===== src/rtl/ctrl_pkg.sv =====
// Shared types and constants for the hardwired control sequencer.
// Optional instruction counter is enabled with INSTR_COUNT_EN.
package ctrl_pkg;

  localparam int OPW = 5;
  localparam int RSW = 4;

  localparam int OP_LSB = 27;
  localparam int RA_LSB = 23;
  localparam int RB_LSB = 19;
  localparam int RC_LSB = 15;

  typedef enum logic [2:0] {
    IDLE = 3'd0,
    T0   = 3'd1,
    T1   = 3'd2,
    T2   = 3'd3,
    T3   = 3'd4,
    T4   = 3'd5,
    T5   = 3'd6,
    T6   = 3'd7
  } state_e;

  localparam logic [OPW-1:0] OPC_ADD  = 5'b00011;
  localparam logic [OPW-1:0] OPC_SUB  = 5'b00100;
  localparam logic [OPW-1:0] OPC_AND  = 5'b00101;
  localparam logic [OPW-1:0] OPC_OR   = 5'b00110;
  localparam logic [OPW-1:0] OPC_ROR  = 5'b00111;
  localparam logic [OPW-1:0] OPC_ROL  = 5'b01000;
  localparam logic [OPW-1:0] OPC_SHR  = 5'b01001;
  localparam logic [OPW-1:0] OPC_SHRA = 5'b01010;
  localparam logic [OPW-1:0] OPC_SHL  = 5'b01011;
  localparam logic [OPW-1:0] OPC_MUL  = 5'b01111;
  localparam logic [OPW-1:0] OPC_DIV  = 5'b10000;
  localparam logic [OPW-1:0] OPC_NEG  = 5'b10001;
  localparam logic [OPW-1:0] OPC_NOT  = 5'b10010;

endpackage


===== src/rtl/ir_field_decode.sv =====
// Combinational split of IR into opcode and register fields,
// plus opcode classification used by the sequencer.
module ir_field_decode
  import ctrl_pkg::*;
(
  input  logic [31:0]    ir,
  output logic [OPW-1:0] opcode,
  output logic [RSW-1:0] ra,
  output logic [RSW-1:0] rb,
  output logic [RSW-1:0] rc,
  output logic           is_legal,
  output logic           is_unary,
  output logic           is_muldiv
);

  logic unused_bits;

  assign opcode = ir[OP_LSB +: OPW];
  assign ra     = ir[RA_LSB +: RSW];
  assign rb     = ir[RB_LSB +: RSW];
  assign rc     = ir[RC_LSB +: RSW];

  assign unused_bits = ^ir[RC_LSB-1:0];

  assign is_unary  = (opcode == OPC_NEG) ||
                     (opcode == OPC_NOT);
  assign is_muldiv = (opcode == OPC_MUL) ||
                     (opcode == OPC_DIV);

  // Opcodes the register-register execute path supports
  always_comb begin
    is_legal = 1'b0;
    case (opcode)
      OPC_ADD, OPC_SUB, OPC_AND, OPC_OR,
      OPC_ROR, OPC_ROL, OPC_SHR, OPC_SHRA,
      OPC_SHL, OPC_MUL, OPC_DIV, OPC_NEG,
      OPC_NOT: is_legal = 1'b1;
      default: is_legal = 1'b0;
    endcase
  end

endmodule


===== src/rtl/rtl_control_sequencer.sv =====
// Hardwired fetch/execute control unit driving Datapath strobes.
// Define INSTR_COUNT_EN to add the retired-instruction counter.
module rtl_control_sequencer
  import ctrl_pkg::*;
(
  input  logic           clk,
  input  logic           clr,
  input  logic           run,
  input  logic [31:0]    ir,
  output logic           pc_out,
  output logic           pc_increment,
  output logic           MARin,
  output logic           Zlowin,
  output logic           Zhighin,
  output logic           Zlowout,
  output logic           Zhighout,
  output logic           PCin,
  output logic           read,
  output logic           MDRin,
  output logic           MDRout,
  output logic           IRin,
  output logic           RYin,
  output logic           HIin,
  output logic           LOin,
  output logic [OPW-1:0] op_code,
  output logic           rin_en,
  output logic [RSW-1:0] rin_sel,
  output logic           rout_en,
  output logic [RSW-1:0] rout_sel,
  output logic           done,
  output logic           illegal
`ifdef INSTR_COUNT_EN
  ,
  output logic [31:0]    instr_count
`endif
);

  state_e state_q;
  state_e state_d;

  logic [OPW-1:0] opcode;
  logic [RSW-1:0] ra;
  logic [RSW-1:0] rb;
  logic [RSW-1:0] rc;
  logic           is_legal;
  logic           is_unary;
  logic           is_muldiv;

  ir_field_decode u_dec (
    .ir        (ir),
    .opcode    (opcode),
    .ra        (ra),
    .rb        (rb),
    .rc        (rc),
    .is_legal  (is_legal),
    .is_unary  (is_unary),
    .is_muldiv (is_muldiv)
  );

  // Next-state: fetch T0-T2, execute T3-T6, loop on run
  always_comb begin
    state_d = state_q;
    unique case (state_q)
      IDLE: if (run) state_d = T0;
      T0:   state_d = T1;
      T1:   state_d = T2;
      T2:   state_d = T3;
      T3: begin
        if (!is_legal) state_d = run ? T0 : IDLE;
        else           state_d = T4;
      end
      T4:   state_d = T5;
      T5: begin
        if (is_muldiv) state_d = T6;
        else           state_d = run ? T0 : IDLE;
      end
      T6:   state_d = run ? T0 : IDLE;
      default: state_d = IDLE;
    endcase
  end

  // State register; clr aborts immediately to IDLE
  always_ff @(posedge clk or posedge clr) begin
    if (clr) state_q <= IDLE;
    else     state_q <= state_d;
  end

  // Moore strobe decode from state and IR fields
  always_comb begin
    pc_out       = 1'b0;
    pc_increment = 1'b0;
    MARin        = 1'b0;
    Zlowin       = 1'b0;
    Zhighin      = 1'b0;
    Zlowout      = 1'b0;
    Zhighout     = 1'b0;
    PCin         = 1'b0;
    read         = 1'b0;
    MDRin        = 1'b0;
    MDRout       = 1'b0;
    IRin         = 1'b0;
    RYin         = 1'b0;
    HIin         = 1'b0;
    LOin         = 1'b0;
    op_code      = '0;
    rin_en       = 1'b0;
    rin_sel      = '0;
    rout_en      = 1'b0;
    rout_sel     = '0;
    done         = 1'b0;
    illegal      = 1'b0;
    unique case (state_q)
      IDLE: ;
      T0: begin
        pc_out       = 1'b1;
        pc_increment = 1'b1;
        MARin        = 1'b1;
        Zlowin       = 1'b1;
        Zhighin      = 1'b1;
      end
      T1: begin
        Zlowout = 1'b1;
        PCin    = 1'b1;
        read    = 1'b1;
        MDRin   = 1'b1;
      end
      T2: begin
        MDRout = 1'b1;
        IRin   = 1'b1;
      end
      T3: begin
        if (is_legal) begin
          rout_en  = 1'b1;
          rout_sel = rb;
          RYin     = 1'b1;
        end else begin
          illegal = 1'b1;
        end
      end
      T4: begin
        rout_en  = 1'b1;
        rout_sel = is_unary ? rb : rc;
        op_code  = opcode;
        Zlowin   = 1'b1;
        Zhighin  = 1'b1;
      end
      T5: begin
        Zlowout = 1'b1;
        if (is_muldiv) begin
          LOin = 1'b1;
        end else begin
          rin_en  = 1'b1;
          rin_sel = ra;
          done    = 1'b1;
        end
      end
      T6: begin
        Zhighout = 1'b1;
        HIin     = 1'b1;
        done     = 1'b1;
      end
      default: ;
    endcase
  end

`ifdef INSTR_COUNT_EN
  logic [31:0] instr_count_q;
  logic [31:0] instr_count_d;

  // Retired count; wraps naturally at 2^32
  always_comb begin
    instr_count_d = instr_count_q;
    if (done) instr_count_d = instr_count_q + 32'd1;
  end

  // Counter register
  always_ff @(posedge clk or posedge clr) begin
    if (clr) instr_count_q <= '0;
    else     instr_count_q <= instr_count_d;
  end

  assign instr_count = instr_count_q;
`endif

endmodule


===== config.mk =====
export PLATFORM = sky130hd
export DESIGN_NAME = rtl_control_sequencer
export DESIGN_NICKNAME = d
export VERILOG_FILES = /design/src/rtl/ctrl_pkg.sv /design/src/rtl/ir_field_decode.sv /design/src/rtl/rtl_control_sequencer.sv
export SDC_FILE = /design/constraint.sdc
export NUM_CORES = 1
export LEC_CHECK = 0
export CAP_MARGIN = 20
export CORE_MARGIN = 8
export CORE_UTILIZATION = 27
export DETAILED_ROUTE_END_ITERATION = 16
export PLACE_DENSITY = 0.88
export SLEW_MARGIN = 20
export SYNTH_ARGS = -nofsm -noshare
export SYNTH_HDL_FRONTEND = slang
export SYNTH_SLANG_ARGS = --single-unit

===== constraint.sdc =====
create_clock -name clk -period 3.75 [get_ports clk]
set_input_delay 0.375 -clock clk [delete_from_list [all_inputs] [get_ports clk]]
set_output_delay 0.375 -clock clk [all_outputs]
set_load 0.02 [all_outputs]

==> impl_results.rst, run 1 <==
.. list-table::
   :header-rows: 1

   * - Metric
     - Value
   * - Core region area
     - 1920 µm²
   * - Cell at the root of the clock tree
     - clkbuf_4
   * - Worst min path class
     - input pin to asynchronous set/reset pin
   * - Count of maximum capacitance violations
     - 0
   * - Clock tree skew after final layout
     - between 4 and 5 ps
   * - Register with the most flip-flops
     - state_q
   * - Met2 track demand over resource in global routing
     - ~18%
   * - Share of the yosys chip area belonging to registers
     - roughly 14%
   * - Post-layout net count
     - between 150 and 200
   * - Clock-pin slew on the worst setup and hold paths
     - approximately 40 ps
   * - Synth unique cells
     - 33
   * - Startpoint of the worst register-to-register path
     - state_q[2]
   * - Pin slew with the least headroom to its limit
     - 356 ps
   * - Starting Density
     - around 28%
   * - Die outline area
     - about 3700 µm²
   * - Maximum buffer depth of the clock tree
     - 2
   * - Clock tree from TritonCTS
     - yes
   * - Critical Path Start
     - ir[31]
   * - Number of DRC violations after detailed-routing iteration 0
     - 12
   * - R2r worst-path depth
     - 4
   * - Type of the worst setup path
     - input pin to output pin
   * - Wire length reported by the detailed router
     - 1.95 mm
   * - Maximum number of pins on one net before global-route repair
     - 14
   * - Global placer's final weighted congestion
     - slightly below 0.8
   * - Setup TNS after final layout
     - 0 ps
   * - Via count of the first global-routing pass
     - between 600 and 700
   * - Unrepaired setup endpoints after global routing
     - false
   * - Leakage Power
     - between 0.4 and 0.5 nW
   * - R2r endpoint
     - state_q[0]
   * - Final Cycle Share
     - about three quarters
   * - CP arrival
     - between 2000 and 3000 ps
   * - Grt peak-use layer
     - met2
   * - Worst-case setup slack after placement
     - a little under 900 ps
   * - Worst reg2reg setup slack
     - approximately 2100 ps
   * - Flip-flop count of the largest register after layout
     - 3
   * - Total GRT Usage
     - about a tenth
   * - Share of total power in sequential cells
     - 14.1%
   * - Crit path to
     - done
   * - Total power
     - around 0.6 mW
   * - Cts bufs inserted
     - 3
   * - Fmax
     - around 350 MHz
   * - Register bit count reported by yosys
     - 3
   * - Number of vias per cell after detailed routing
     - about 4.5
   * - Switching part of the total power
     - 47.4%
   * - Final critical-path required period
     - roughly 2900 ps
   * - Internal power component
     - roughly 0.32 mW
   * - Part of the total power dissipated in combinational logic
     - approximately 76%
   * - Wire length of the first global-routing pass
     - around 2.9 mm
   * - Yosys synthesis warning count
     - 0
   * - Mapped Nets
     - 111
   * - Worst-path fanout max
     - 6
   * - Total I/O pin count
     - 67
   * - Die outline height
     - approximately 60 µm
   * - Post-synthesis to final-layout area growth
     - 93.9%
   * - GRT met1 Usage
     - 10.7%
   * - Post-CTS setup buffers
     - 0
   * - Part of the total power dissipated in the clock network
     - 9.6%
   * - Total of endpoints with negative setup slack in the final report
     - 0
   * - Highest-count cells in the layout ignoring fill and taps
     - 51 x clkdlybuf4s50_1, 9 x inv_1, 9 x and2_1
   * - CTS hold repair buffers
     - 0
   * - Horizontal die dimension
     - 60.5 µm
   * - Worst setup SP type
     - input pin
   * - Category of the worst setup path capture point
     - output pin
   * - Later-pin clock latency in the skew report
     - 240 ps
   * - First drt pass iteration count
     - 4
   * - Number of placement rows
     - 16
   * - Post-CTS Resized
     - 0
   * - Relative slew slack
     - between 70 and 80%
   * - GRT overflow
     - 0
   * - Worst setup slack after layout
     - 868 ps
   * - Highest ir drop seen on vdd
     - 0.398 mV
   * - Routing usage on met3
     - 3.81%
   * - Registers with the most flip-flops
     - state_q (3)
   * - Max-slew violation count
     - 0
   * - CP required
     - 3380 ps
   * - Number of standard cells after synthesis
     - 76
   * - Count of antenna diodes in the layout
     - 0
   * - Pwr/cell area
     - approximately 580 nW/µm²
   * - Average detailed-routed wire length per instance
     - around 13 µm
   * - Ratio of cells with drive above 1 in the final layout
     - about 6.6%
   * - Cell area after synthesis
     - approximately 540 µm²
   * - Hold Violations, Final
     - 0
   * - Number of nets with antenna violations after routing
     - 0
   * - HPWL after DPL
     - between 1.5 and 2 mm
   * - H-tree depth
     - 1
   * - Number of I/O port buffers
     - 51
   * - Outcome
     - complete, no violations
   * - DRC violation count after routing
     - 0
   * - Number of antenna violations at the first check in global routing
     - 0
   * - Sw Pwr
     - about 0.29 mW
   * - Count of vias placed by the detailed router
     - 676
   * - CTS sink cnt
     - 3
   * - Most common cell after layout, fill and taps aside
     - clkdlybuf4s50_1
   * - Synth Area per Inst
     - slightly above 7 µm²
final cells by class:
| cell class | count | area, µm² |
|---|---|---|
| clock buffers | 4 | 26.3 |
| inverters | 9 | 33.8 |
| well taps | 27 | 33.8 |
| repair buffers | 51 | 510 |
| flip-flops and latches | 3 | 75.1 |
| fillers | 186 | 883 |
| multi-input cells | 55 | 359 |
synth_stat cells (all sizes together):
| cell | n | area, µm² |
|---|---|---|
| a21oi | 2 | 10.0 |
| o2111ai | 1 | 8.76 |
| or2 | 1 | 6.26 |
| o31a | 1 | 10.0 |
| nand4 | 1 | 6.26 |
| nand3 | 1 | 5.00 |
| nand3b | 1 | 7.51 |
| or2b | 1 | 7.51 |
| a221o | 1 | 10.0 |
| or3b | 1 | 11.3 |
| nand2b | 2 | 12.5 |
| mux2i | 1 | 10.0 |
| dfrtp | 3 | 75.1 |
| clkbuf | 1 | 3.75 |
| a211o | 1 | 8.76 |
| buf | 8 | 63.8 |
| a22oi | 4 | 30.0 |
| nor2 | 6 | 22.5 |
| and2 | 9 | 56.3 |
| a2bb2oi | 1 | 8.76 |
| xor2 | 2 | 17.5 |
| and3b | 1 | 8.76 |
| o21ai | 5 | 28.8 |
| and2b | 1 | 7.51 |
| nor3b | 1 | 7.51 |
| and3 | 3 | 23.8 |
| nand2 | 5 | 18.8 |
| a21o | 2 | 15.0 |
| inv | 9 | 33.8 |
cell families after synthesis:
group	Yosys count	share of synthesized area [%]
buf+inv	18	18.9
compound gates	18	24.3
simple gates	34	37.6
flops	3	14.0
xor+xnor	2	3.27
mux	1	1.87
how the worst min path moves through the flow:
stage,slack (ps),end,depth (start not counted),startpoint
2_1_floorplan,130,state_q[0],1,clr
3_3_place_gp,550,state_q[1],2,clr
3_5_place_dp,550,state_q[2],2,clr
4_1_cts,290,state_q[2],2,clr
5_1_grt,300,state_q[2],2,clr
6_report,300,state_q[2],2,clr
metrics by stage:
stage	instance area, µm²	util, %	cells	hold slack [ps]
6_report	1040	54.0	149	297
5_1_grt	1040	54.0	149	301
4_1_cts	1040	54.0	149	290
3_5_place_dp	1010	52.7	145	552
3_3_place_gp	1010	52.7	145	553
2_1_floorplan	536	-	76	129
routing by layer:
| metal | part of all wire, % | vias to the layer above | wire, µm |
|---|---|---|---|
| met1 | 41 | 295 | 800 |
| li1 | - | 344 | - |
| met2 | 46 | 34 | 903 |
| met3 | 11 | 3 | 215 |
| met4 | 1.8 | 0 | 35 |
| met5 | 0 | - | 0 |
power groups by stage:
stage / registers (mW) / logic (mW) / clock network (mW)
final: 0.0855 / 0.462 / 0.0580
after global routing: 0.0900 / 0.492 / 0.0670
after CTS: 0.0849 / 0.469 / 0.0618
after detailed placement: 0.0853 / 0.468 / 0
after global placement: 0.0839 / 0.456 / 0
after floorplan: 0.0617 / 0.312 / 0
critical path: stages:
cell and delay, ps:
clkdlybuf4s50_1 580, nor3b_1 350, a2bb2oi_1 170, and3_4 210, or2_2 280, clkdlybuf4s50_1 540
No activity file was read; power rests on OpenSTA's default activity.
==> inputs of run 2 (changes only) <==
Settings changed: CORE_UTILIZATION 27 to 23, PLACE_DENSITY 0.88 to 0.8.
Clock period 3.75 ns to 2.55 ns, I/O delays scaled along.
==> run 2 against run 1 <==
Core utilization is 3.6 points lower. Routed wire length is 0.61% higher. Global-route usage is 1.0 points lower. Die area up 13%. Largest cell class unchanged. Highest routed layer unchanged.
==> impl_results.rst, run 2 (same netlist as run 1, synthesis figures left out) <==
.. list-table::
   :header-rows: 1

   * - Metric
     - Value
   * - Clock tree skew after final layout
     - 0.0752 ps (-4.45 ps)
   * - Clock-pin slew on the worst setup and hold paths
     - 40 ps (about the same)
   * - H-tree depth
     - 1 (unchanged)
   * - Number of antenna violations at the first check in global routing
     - 0 (unchanged)
   * - Count of antenna diodes in the layout
     - 0 (unchanged)
   * - CP arrival
     - 2150 ps (-360 ps)
   * - Core region area
     - 2210 µm² (+15%)
   * - Cts bufs inserted
     - 3 (unchanged)
   * - Post-layout net count
     - 165 (+4.4%)
   * - Part of the total power dissipated in combinational logic
     - 82.2% (+5.9 points)
   * - Leakage Power
     - 0.608 nW (+34%)
   * - Most common cell type on the critical path
     - clkdlybuf4s50_1
   * - Worst min path class
     - input pin to asynchronous set/reset pin
   * - Wire length reported by the detailed router
     - 1.97 mm (+0.61%)
   * - Wire length of the first global-routing pass
     - 3.19 mm (+8.4%)
   * - Later-pin clock latency in the skew report
     - 230 ps (about the same)
   * - Final Cycle Share
     - about 94%
   * - Number of DRC violations after detailed-routing iteration 0
     - 23 (+11)
   * - Registers with the most flip-flops
     - state_q (3)
   * - First drt pass iteration count
     - 4 (unchanged)
   * - CTS sink cnt
     - 3 (unchanged)
   * - CP max stage delay
     - 540 ps (-40 ps)
   * - Die outline height
     - 64.3 µm (+6.1%)
   * - HPWL after DPL
     - 1.74 mm (+4.2%)
   * - Number of vias per cell after detailed routing
     - 4.43 (-2.3%)
   * - Maximum number of pins on one net before global-route repair
     - 13 (-1)
   * - Setup TNS after final layout
     - 0 ps (unchanged)
   * - Number of nets with antenna violations after routing
     - 0 (unchanged)
   * - Ratio of cells with drive above 1 in the final layout
     - 12.4% (+5.8 points)
   * - Max-slew violation count
     - 0 (unchanged)
   * - GRT met1 Usage
     - 9.50% (-1.2 points)
   * - Unrepaired setup endpoints after global routing
     - false
   * - Number of I/O port buffers
     - 51 (unchanged)
   * - Highest ir drop seen on vdd
     - 0.434 mV (+9.1%)
   * - Number of fillers in the final layout
     - 220 (+18%)
   * - Clock tree from TritonCTS
     - yes
   * - Outcome
     - complete, no violations
   * - Category of the worst setup path capture point
     - output pin
   * - Total GRT Usage
     - 9.34% (-1.0 points)
   * - Hold Violations, Final
     - 0 (unchanged)
   * - Horizontal die dimension
     - 64.3 µm (+6.1%)
   * - Internal power component
     - 0.500 mW (+57%)
   * - Slowest CP cell
     - clkdlybuf4s50_1
   * - Total I/O pin count
     - 67 (unchanged)
   * - Starting Density
     - 24.2% (-3.7 points)
   * - Count of vias placed by the detailed router
     - 696 (+3.0%)
   * - Number of placement rows
     - 17 (+1)
   * - Total power
     - 0.919 mW (+52%)
   * - Cell Area, Placed
     - 1070 µm² (+5.3%)
   * - Pin slew with the least headroom to its limit
     - 284 ps (-71.2 ps)
   * - Post-synthesis to final-layout area growth
     - 108%
   * - Relative slew slack
     - 81.0% (+4.7 points)
   * - CP required
     - 2300 ps (-1080 ps)
   * - Met2 track demand over resource in global routing
     - 15.8% (-2.4 points)
   * - Most common cell after layout, fill and taps aside
     - clkdlybuf4s50_1
   * - Grt peak-use layer
     - met2
   * - Final critical-path required period
     - around 2400 ps
   * - Maximum buffer depth of the clock tree
     - 2 (unchanged)
   * - Worst-path fanout max
     - 6 (unchanged)
   * - Post-route cell area
     - 1110 µm² (+7.3%)
   * - Register with the most flip-flops
     - state_q
   * - Part of the total power dissipated in the clock network
     - 8.9% (-0.7 points)
   * - Flip-flop count of the largest register after layout
     - 3 (unchanged)
   * - Pwr/cell area
     - 824 nW/µm² (+41%)
   * - Sw Pwr
     - 0.419 mW (+46%)
   * - Worst-path cell chain
     - clkdlybuf4s50_1 -> nor3b_2 -> a2bb2oi_1 -> and3_4 -> or2_2 -> clkdlybuf4s50_1
   * - Type of the worst setup path
     - input pin to output pin
   * - Via count of the first global-routing pass
     - 722 (+7.1%)
   * - Switching part of the total power
     - 45.6% (-1.7 points)
   * - Share of total power in sequential cells
     - 8.9% (-5.2 points)
   * - GRT overflow
     - 0 (unchanged)
   * - Worst setup SP type
     - input pin
   * - Average detailed-routed wire length per instance
     - 12.5 µm (-4.5%)
   * - Fmax
     - between 400 and 500 MHz
   * - Global placer's final weighted congestion
     - 0.814 (+5.8%)
   * - Die outline area
     - 4130 µm² (+13%)
   * - Count of maximum capacitance violations
     - 0 (unchanged)
   * - Cell at the root of the clock tree
     - clkbuf_4
   * - Highest-count cells in the layout ignoring fill and taps
     - 44 x clkdlybuf4s50_1, 9 x inv_1, 9 x and2_1
   * - Routing usage on met3
     - 4.53% (+0.72 points)
   * - Total of endpoints with negative setup slack in the final report
     - 0 (unchanged)
   * - DRC violation count after routing
     - 0 (unchanged)
## run 2: changes by cell type in the layout (fill, tap and decap cells not counted), sizes merged
cell and delta:
clkdlybuf4s50 -7, dlymetal6s2s +7, buf +7
## run 2: area by class of cell
type / instances / area (µm²) / share of cell area, %
Clock buffer: 4 / 26.3 / 2.36
Inverter: 9 / 33.8 / 3.03
Multi-Input combinational cell: 55 / 364 / 32.7
Sequential cell: 3 / 75.1 / 6.73
Tap cell: 28 / 35.0 / 3.14
Timing Repair Buffer: 58 / 581 / 52.1
## run 2: repair_timing
item,4_1_cts,5_1_grt
gates resized for setup,0,8
setup endpoints to repair,0,8
hold endpoints to repair,0,0
setup buffers,0,0
hold buffers,0,0
## run 2: critical path: cells and delay by family
kind / cells / cell delay, ps
AOI/OAI and AO/OA: 1 / 120
and+or+nand+nor: 3 / 730
buffers and inverters: 2 / 1040
## run 2: through the flow
| stage | setup WS [ps] | hold WS, ps | instances | util, % |
|---|---|---|---|---|
| after detailed placement | 65.4 | 451 | 153 | 48.2 |
| final | 148 | 204 | 157 | 50.4 |
| after global placement | 102 | 434 | 153 | 48.2 |
| after CTS | 44.2 | 201 | 157 | 49.4 |
| after floorplan | 693 | 8.64 | 76 | - |
| after global routing | 20.9 | 217 | 157 | 50.4 |
## run 2: worst paths after layout
kind | from | to | slack [ps] | cells after the start
worst min-delay path | clr | state_q[0] | 200 | 2
worst max register to register | state_q[0] | state_q[0] | 1120 | 4
min in group clk | run | state_q[0] | 670 | 3
worst max-delay path | ir[30] | done | 150 | 6
worst min register to register | state_q[0] | state_q[0] | 680 | 2
max in group asynchronous | clr | state_q[2] | 2210 | 2
## run 2: power groups by stage
stage	sequential, mW	combinational [mW]	clock [mW]
after global routing	0.0845	0.807	0.0955
after detailed placement	0.0827	0.769	0
after CTS	0.0821	0.771	0.0863
after floorplan	0.0908	0.459	0
after global placement	0.0808	0.756	0
final	0.0817	0.755	0.0822
## run 2: per-layer routing
| layer | share of wire, % | up-vias | wire [µm] |
|---|---|---|---|
| li1 | - | 358 | - |
| met1 | 40 | 305 | 795 |
| met2 | 48 | 31 | 949 |
| met3 | 9.9 | 2 | 194 |
| met4 | 1.4 | 0 | 27 |
| met5 | 0 | - | 0 |
==> inputs of run 3 (changes only) <==
Settings changed: ABC_CLOCK_PERIOD_IN_PS from default to 2550.
==> results of run 3 <==
Same layout as run 2: the final DEF is identical, and so are final timing and power.
